## src/rtl/lu_cache_arbiter_if.sv

```systemverilog
`default_nettype none
// ============================================================================
// lu_cache_arbiter_if : requester, flush and cache-side bus of lu_cache_arbiter
// Revision 1.0
// ============================================================================
interface lu_cache_arbiter_if #(
    parameter int CELL_SIZE      = 8,
    parameter int CELL_COUNT     = 8,
    parameter int CELL_ADDR_SIZE = 3,
    parameter int REQ_COUNT      = 4,
    parameter int REQ_ID_SIZE    = 2
);
    logic [REQ_COUNT-1:0]            req_valid;
    logic [REQ_COUNT*CELL_SIZE-1:0]  req_data;
    logic [REQ_COUNT-1:0]            req_ready;
    logic                            flush_req;
    logic                            flush_ack;
    logic [CELL_SIZE-1:0]            cache_data_in;
    logic                            cache_new_data;
    logic [CELL_COUNT*CELL_SIZE-1:0] cache_data_out;
    logic                            rsp_valid;
    logic [REQ_ID_SIZE-1:0]          rsp_id;
    logic                            rsp_hit;
    logic [CELL_ADDR_SIZE-1:0]       rsp_pos;
    logic                            busy;

    // master = environment (requesters + cache), slave = the arbiter
    modport master (
        output req_valid, req_data, flush_req, cache_data_out,
        input  req_ready, flush_ack, cache_data_in, cache_new_data,
               rsp_valid, rsp_id, rsp_hit, rsp_pos, busy
    );

    modport slave (
        input  req_valid, req_data, flush_req, cache_data_out,
        output req_ready, flush_ack, cache_data_in, cache_new_data,
               rsp_valid, rsp_id, rsp_hit, rsp_pos, busy
    );
endinterface
`default_nettype wire

```

## src/rtl/lu_cache_arbiter.sv

```systemverilog
`default_nettype none
// ============================================================================
// lu_cache_arbiter : round-robin sharing of one LU cache, hit/miss + position
// Revision 1.0
// ============================================================================
module lu_cache_arbiter #(
    parameter int CELL_SIZE      = 8,
    parameter int CELL_COUNT     = 8,
    parameter int CELL_ADDR_SIZE = 3,
    parameter int REQ_COUNT      = 4,
    parameter int REQ_ID_SIZE    = 2
) (
    input  logic                clk,
    input  logic                reset,
    lu_cache_arbiter_if.slave   bus
);
    localparam int FILL_W = CELL_ADDR_SIZE + 1;

    typedef enum logic [1:0] {
        ST_IDLE   = 2'd0,
        ST_LOOKUP = 2'd1,
        ST_RESP   = 2'd2,
        ST_FLUSH  = 2'd3
    } state_t;

    state_t                    r_state;
    state_t                    w_next;
    logic [FILL_W-1:0]         r_fill;
    logic [REQ_ID_SIZE-1:0]    r_rr;
    logic [REQ_ID_SIZE-1:0]    r_id;
    logic [CELL_SIZE-1:0]      r_data;
    logic                      r_hit;
    logic [CELL_ADDR_SIZE-1:0] r_pos;
    logic                      r_flush_pend;

    logic                      w_any;
    logic [REQ_ID_SIZE-1:0]    w_win;
    logic [REQ_ID_SIZE-1:0]    w_idx;
    logic                      w_hit;
    logic [CELL_ADDR_SIZE-1:0] w_pos;
    logic [REQ_COUNT-1:0]      w_ready;
    logic                      w_flush;

    assign w_flush = bus.flush_req | r_flush_pend;

    // Walk offsets from high to low so the smallest offset from r_rr wins.
    always_comb begin
        w_any = 1'b0;
        w_win = '0;
        w_idx = '0;
        for (int i = REQ_COUNT - 1; i >= 0; i--) begin
            w_idx = r_rr + REQ_ID_SIZE'(i);
            if (bus.req_valid[w_idx]) begin
                w_any = 1'b1;
                w_win = w_idx;
            end
        end
    end

    // Only the first r_fill entries are valid; stale contents never match.
    always_comb begin
        w_hit = 1'b0;
        w_pos = '0;
        for (int i = CELL_COUNT - 1; i >= 0; i--) begin
            if ((FILL_W'(i) < r_fill) &&
                (bus.cache_data_out[i*CELL_SIZE +: CELL_SIZE] == r_data)) begin
                w_hit = 1'b1;
                w_pos = CELL_ADDR_SIZE'(i);
            end
        end
    end

    always_comb begin
        w_next  = r_state;
        w_ready = '0;
        case (r_state)
            ST_IDLE: begin
                if (w_flush) begin
                    w_next = ST_FLUSH;
                end else if (w_any) begin
                    w_next = ST_LOOKUP;
                    w_ready[w_win] = reset;
                end
            end
            ST_LOOKUP: w_next = ST_RESP;
            ST_RESP:   w_next = ST_IDLE;
            ST_FLUSH:  w_next = ST_IDLE;
            default:   w_next = ST_IDLE;
        endcase
    end

    always_ff @(posedge clk or negedge reset) begin
        if (!reset) begin
            r_state      <= ST_IDLE;
            r_fill       <= '0;
            r_rr         <= '0;
            r_id         <= '0;
            r_data       <= '0;
            r_hit        <= 1'b0;
            r_pos        <= '0;
            r_flush_pend <= 1'b0;
        end else begin
            r_state <= w_next;
            case (r_state)
                ST_IDLE: begin
                    if (w_next == ST_LOOKUP) begin
                        r_id   <= w_win;
                        r_data <= bus.req_data[w_win*CELL_SIZE +: CELL_SIZE];
                    end
                end
                ST_LOOKUP: begin
                    r_hit <= w_hit;
                    r_pos <= w_pos;
                    if (bus.flush_req) r_flush_pend <= 1'b1;
                end
                ST_RESP: begin
                    if (!r_hit && (r_fill != FILL_W'(CELL_COUNT)))
                        r_fill <= r_fill + FILL_W'(1);
                    r_rr <= r_id + REQ_ID_SIZE'(1);
                    if (bus.flush_req) r_flush_pend <= 1'b1;
                end
                ST_FLUSH: begin
                    r_fill       <= '0;
                    r_flush_pend <= 1'b0;
                end
                default: ;
            endcase
        end
    end

    assign bus.req_ready      = w_ready;
    assign bus.cache_data_in  = r_data;
    assign bus.cache_new_data = (r_state == ST_LOOKUP);
    assign bus.rsp_valid      = (r_state == ST_RESP);
    assign bus.rsp_id         = r_id;
    assign bus.rsp_hit        = r_hit;
    assign bus.rsp_pos        = r_pos;
    assign bus.flush_ack      = (r_state == ST_FLUSH);
    assign bus.busy           = (r_state != ST_IDLE);

endmodule
`default_nettype wire
```

## src/flat_wrapper.sv

```systemverilog
// flat-port wrapper written by rule: the top's interface ports become plain ports
module lu_cache_arbiter_flat 
#(
    parameter int CELL_SIZE      = 8,
    parameter int CELL_COUNT     = 8,
    parameter int CELL_ADDR_SIZE = 3,
    parameter int REQ_COUNT      = 4,
    parameter int REQ_ID_SIZE    = 2
)
  (clk, reset, bus_req_valid, bus_req_data, bus_flush_req, bus_cache_data_out, bus_req_ready, bus_flush_ack, bus_cache_data_in, bus_cache_new_data, bus_rsp_valid, bus_rsp_id, bus_rsp_hit, bus_rsp_pos, bus_busy);
  lu_cache_arbiter_if #(.CELL_SIZE(CELL_SIZE), .CELL_COUNT(CELL_COUNT), .CELL_ADDR_SIZE(CELL_ADDR_SIZE), .REQ_COUNT(REQ_COUNT), .REQ_ID_SIZE(REQ_ID_SIZE)) bus_i ();
  input  logic clk;
  input  logic reset;
  input wire logic [$bits(bus_i.req_valid)-1:0] bus_req_valid;
  input wire logic [$bits(bus_i.req_data)-1:0] bus_req_data;
  input wire logic [$bits(bus_i.flush_req)-1:0] bus_flush_req;
  input wire logic [$bits(bus_i.cache_data_out)-1:0] bus_cache_data_out;
  output wire logic [$bits(bus_i.req_ready)-1:0] bus_req_ready;
  output wire logic [$bits(bus_i.flush_ack)-1:0] bus_flush_ack;
  output wire logic [$bits(bus_i.cache_data_in)-1:0] bus_cache_data_in;
  output wire logic [$bits(bus_i.cache_new_data)-1:0] bus_cache_new_data;
  output wire logic [$bits(bus_i.rsp_valid)-1:0] bus_rsp_valid;
  output wire logic [$bits(bus_i.rsp_id)-1:0] bus_rsp_id;
  output wire logic [$bits(bus_i.rsp_hit)-1:0] bus_rsp_hit;
  output wire logic [$bits(bus_i.rsp_pos)-1:0] bus_rsp_pos;
  output wire logic [$bits(bus_i.busy)-1:0] bus_busy;
  assign bus_i.req_valid = bus_req_valid;
  assign bus_i.req_data = bus_req_data;
  assign bus_i.flush_req = bus_flush_req;
  assign bus_i.cache_data_out = bus_cache_data_out;
  assign bus_req_ready = bus_i.req_ready;
  assign bus_flush_ack = bus_i.flush_ack;
  assign bus_cache_data_in = bus_i.cache_data_in;
  assign bus_cache_new_data = bus_i.cache_new_data;
  assign bus_rsp_valid = bus_i.rsp_valid;
  assign bus_rsp_id = bus_i.rsp_id;
  assign bus_rsp_hit = bus_i.rsp_hit;
  assign bus_rsp_pos = bus_i.rsp_pos;
  assign bus_busy = bus_i.busy;
  lu_cache_arbiter #(.CELL_SIZE(CELL_SIZE), .CELL_COUNT(CELL_COUNT), .CELL_ADDR_SIZE(CELL_ADDR_SIZE), .REQ_COUNT(REQ_COUNT), .REQ_ID_SIZE(REQ_ID_SIZE)) u_core (.clk(clk), .reset(reset), .bus(bus_i));
endmodule
```

## config.mk

```make
export PLATFORM = sky130hd
export DESIGN_NAME = lu_cache_arbiter_flat
export DESIGN_NICKNAME = d
export VERILOG_FILES = /design/src/rtl/lu_cache_arbiter_if.sv /design/src/rtl/lu_cache_arbiter.sv /design/src/flat_wrapper.sv
export SDC_FILE = /design/constraint.sdc
export NUM_CORES = 1
export LEC_CHECK = 0
export BUFFER_PORTS_ARGS = -buffer_cell sky130_fd_sc_hd__buf_2
export CAP_MARGIN = 10
export CORE_MARGIN = 2
export CORE_UTILIZATION = 46
export DETAILED_ROUTE_END_ITERATION = 12
export GPL_ROUTABILITY_DRIVEN = 0
export PLACE_DENSITY = 0.82
export SYNTH_ARGS = -nofsm -noshare
export SYNTH_HDL_FRONTEND = slang
export SYNTH_SLANG_ARGS = --single-unit
```

## constraint.sdc

```tcl
create_clock -name clk -period 2.15 [get_ports clk]
set_input_delay 0.215 -clock clk [delete_from_list [all_inputs] [get_ports clk]]
set_output_delay 0.215 -clock clk [all_outputs]
set_load 0.05 [all_outputs]
```

==> results.sh <==
export IMPL_status="finished clean"
export IMPL_critPathKind="reg2out"
export IMPL_fin_setup_tns_ns=0
export IMPL_grt_pass1_vias=2422
export IMPL_area_delta_synth_final_pct=32.5
export IMPL_setup_viol=0
export IMPL_ant_nets=0
export IMPL_clk_pin_slew_ns=0.09
export IMPL_synth_seq_cells=23
export IMPL_clkSinkCount=23
export IMPL_peakVddDrop_mv=0.680
export IMPL_period_minus_slack_ns=2.05
export IMPL_startpoint_type="flip-flop"
export IMPL_synth_edf_count=0
export IMPL_hold_path_class="in2reg"
export IMPL_synthTopCellsByArea="dfrtp_1, xnor2_1, xor2_1"
export IMPL_skew_ns=0.00408
export IMPL_tightestPinTransition_ns=0.574
export IMPL_synth_commonest_cells="xnor2_1, xor2_1, dfrtp_1"
export IMPL_cts_tree="done"
export IMPL_ys_async_sr_fraction=1.00
export IMPL_synth_nets=379
export IMPL_rsz0062_at_grt="false"
export IMPL_nets=503
export IMPL_htreeDepth=1
export IMPL_post_drt_via_cell_ratio=5.19
export IMPL_yosys_warnings=0
export IMPL_drive_gt1_frac=0.410
export IMPL_clk_latency_ns=0.26
export IMPL_synth_distinct_cells=41
export IMPL_wl_microns=6620
export IMPL_slew_viol_final=0
export IMPL_syn_inst=270
export IMPL_fmax_mhz=488
export IMPL_port_buffers=124
export IMPL_postCtsSetupBuffers=0
export IMPL_dp_hpwl_microns=5450
export IMPL_grt_overflow_total=0
export IMPL_critical_path_endpoint_type="output pin"
export IMPL_post_synth_top_area_fraction=0.244
export IMPL_yosysMostFrequentCell="xnor2_1"
export IMPL_ys_seq_area_frac=0.244
export IMPL_synthesis_area_sq_mm=0.00236
export IMPL_grt_pass1_wl_microns=10500
export IMPL_placed_area_sq_mm=0.00306
export IMPL_cts_buffers=3
export IMPL_core_area_sq_mm=0.00504
export IMPL_synth_ff_type="dfrtp_1"
export IMPL_num_vias=2403
export IMPL_die_area_sq_mm=0.00572
export IMPL_initial_utilization=0.468
export IMPL_finish_utilization=0.620
export IMPL_max_slew_margin_rel=0.617
export IMPL_drtPass1Iterations=4
export IMPL_grt_util_all_layers=0.239
export IMPL_hold_worst_slack_ns=0.209
export IMPL_period_share=0.954
export IMPL_dr_first_iter_drc_count=137
export IMPL_yosys_area_top_type="dfrtp_1"
export IMPL_required_ns=1.93
export IMPL_die_w_microns=75.6
export IMPL_critPathArrivalTime_ns=1.84
export IMPL_avgSynthCellArea_sq_um=8.74
export IMPL_wl_per_cell_microns=14.3
export IMPL_stdcell_area_sq_mm=0.00313
export IMPL_rows=26
export IMPL_io_pins=125
export IMPL_powerDensity_mw_per_mm2=1220
export IMPL_grt_max_degree=24
export IMPL_chipHeight_microns=75.6
export IMPL_hold_viol=0
export IMPL_clock_root_buffer="clkbuf_8"
export IMPL_antenna_found_initial=0
export IMPL_crit_fanout=6
export IMPL_diodes=0
export IMPL_post_place_ws_ns=0.208
export IMPL_fin_ws_ns=0.0990
export IMPL_cap_violations=0
export IMPL_drc=0
export IMPL_clockBufferDepth=2
export IMPL_leakage_uw=0.00153
## final cells by class
class | count | area, sq um
fillers | 446 | 1920
well taps | 70 | 87.6
repair buffers | 135 | 708
flip-flops and latches | 23 | 576
inverters | 13 | 48.8
clock inverters | 1 | 7.51
multi-input cells | 218 | 1660
clock buffers | 3 | 41.3
## cell families after synthesis
group,after synthesis,synth area share
adder cells (fa/ha/maj),6,0.0318
buffers and inverters,29,0.0621
XOR/XNOR,65,0.241
flip-flops,23,0.244
AO/OA/AOI/OAI,42,0.131
multiplexers,26,0.123
AND/OR/NAND/NOR,79,0.167
## path summary, 6_finish.rpt
kind	from	endpoint	slack, ns	depth (start not counted)
min	bus_flush_req	u_core.r_flush_pend$_DFFE_PN0P_	0.21	3
min reg2reg	u_core.r_flush_pend$_DFFE_PN0P_	u_core.r_flush_pend$_DFFE_PN0P_	0.52	2
max	u_core.r_rr[1]$_DFFE_PN0P_	bus_req_ready[3]	0.1	5
max in group asynchronous	reset	u_core.bus.rsp_pos[0]$_DFFE_PN0P_	1.43	3
max reg2reg	u_core.r_fill[1]$_DFFE_PN0P_	u_core.bus.rsp_pos[0]$_DFFE_PN0P_	0.16	7
min in group asynchronous	reset	u_core.r_rr[1]$_DFFE_PN0P_	0.48	3
## layout by cell type (no fill, tap or decap), types with 10 or more instances in the layout
cell / count
xor2_1: 27
xnor2_1: 38
inv_1: 13
nand2_1: 22
buf_4: 10
buf_2: 123
dfrtp_1: 23
nand4_1: 13
nor2_1: 14
mux2i_1: 17
## flip-flops by register name, summed over array words and instances (netlist names)
register and count:
u_core.bus.rsp_id 2, u_core.bus.cache_data_in 8, u_core.r_rr 2, u_core.bus.rsp_pos 3, u_core.bus.rsp_hit 1, u_core.r_state 2
u_core.r_flush_pend 1, u_core.r_fill 4
## metal layers
| layer | wire, microns | GRT usage | vias up |
|---|---|---|---|
| met5 | 0 | 0 | - |
| met4 | 38 | 0.0351 | 0 |
| met1 | 2810 | 0.289 | 1100 |
| met2 | 3300 | 0.453 | 108 |
| li1 | - | - | 1191 |
| met3 | 473 | 0.0384 | 4 |
## critical path, stage by stage, from the launching register on
cell and delay, ns:
dfrtp_1 0.44, and3_2 0.24, a211oi_4 0.32, inv_1 0.13, nor3_2 0.19, clkbuf_4 0.25
## report_power, final
| part | internal, uW | switching [uW] | total [uW] |
|---|---|---|---|
| clock network | 131 | 142 | 273 |
| registers | 606 | 385 | 992 |
| logic | 1040 | 1490 | 2530 |
## metrics by stage
stage	total power (uW)	instances
CTS	3810	463
global placement	3450	458
global route	4080	463
floorplan	2910	270
detailed placement	3520	458
finish	3800	463
## what timing repair did
item                       CTS  global route
setup endpoints to repair    0             2
hold endpoints to repair    23             0
resized for setup            0             2
hold buffers                 1             0
No activity file was read; power rests on OpenSTA's default activity.
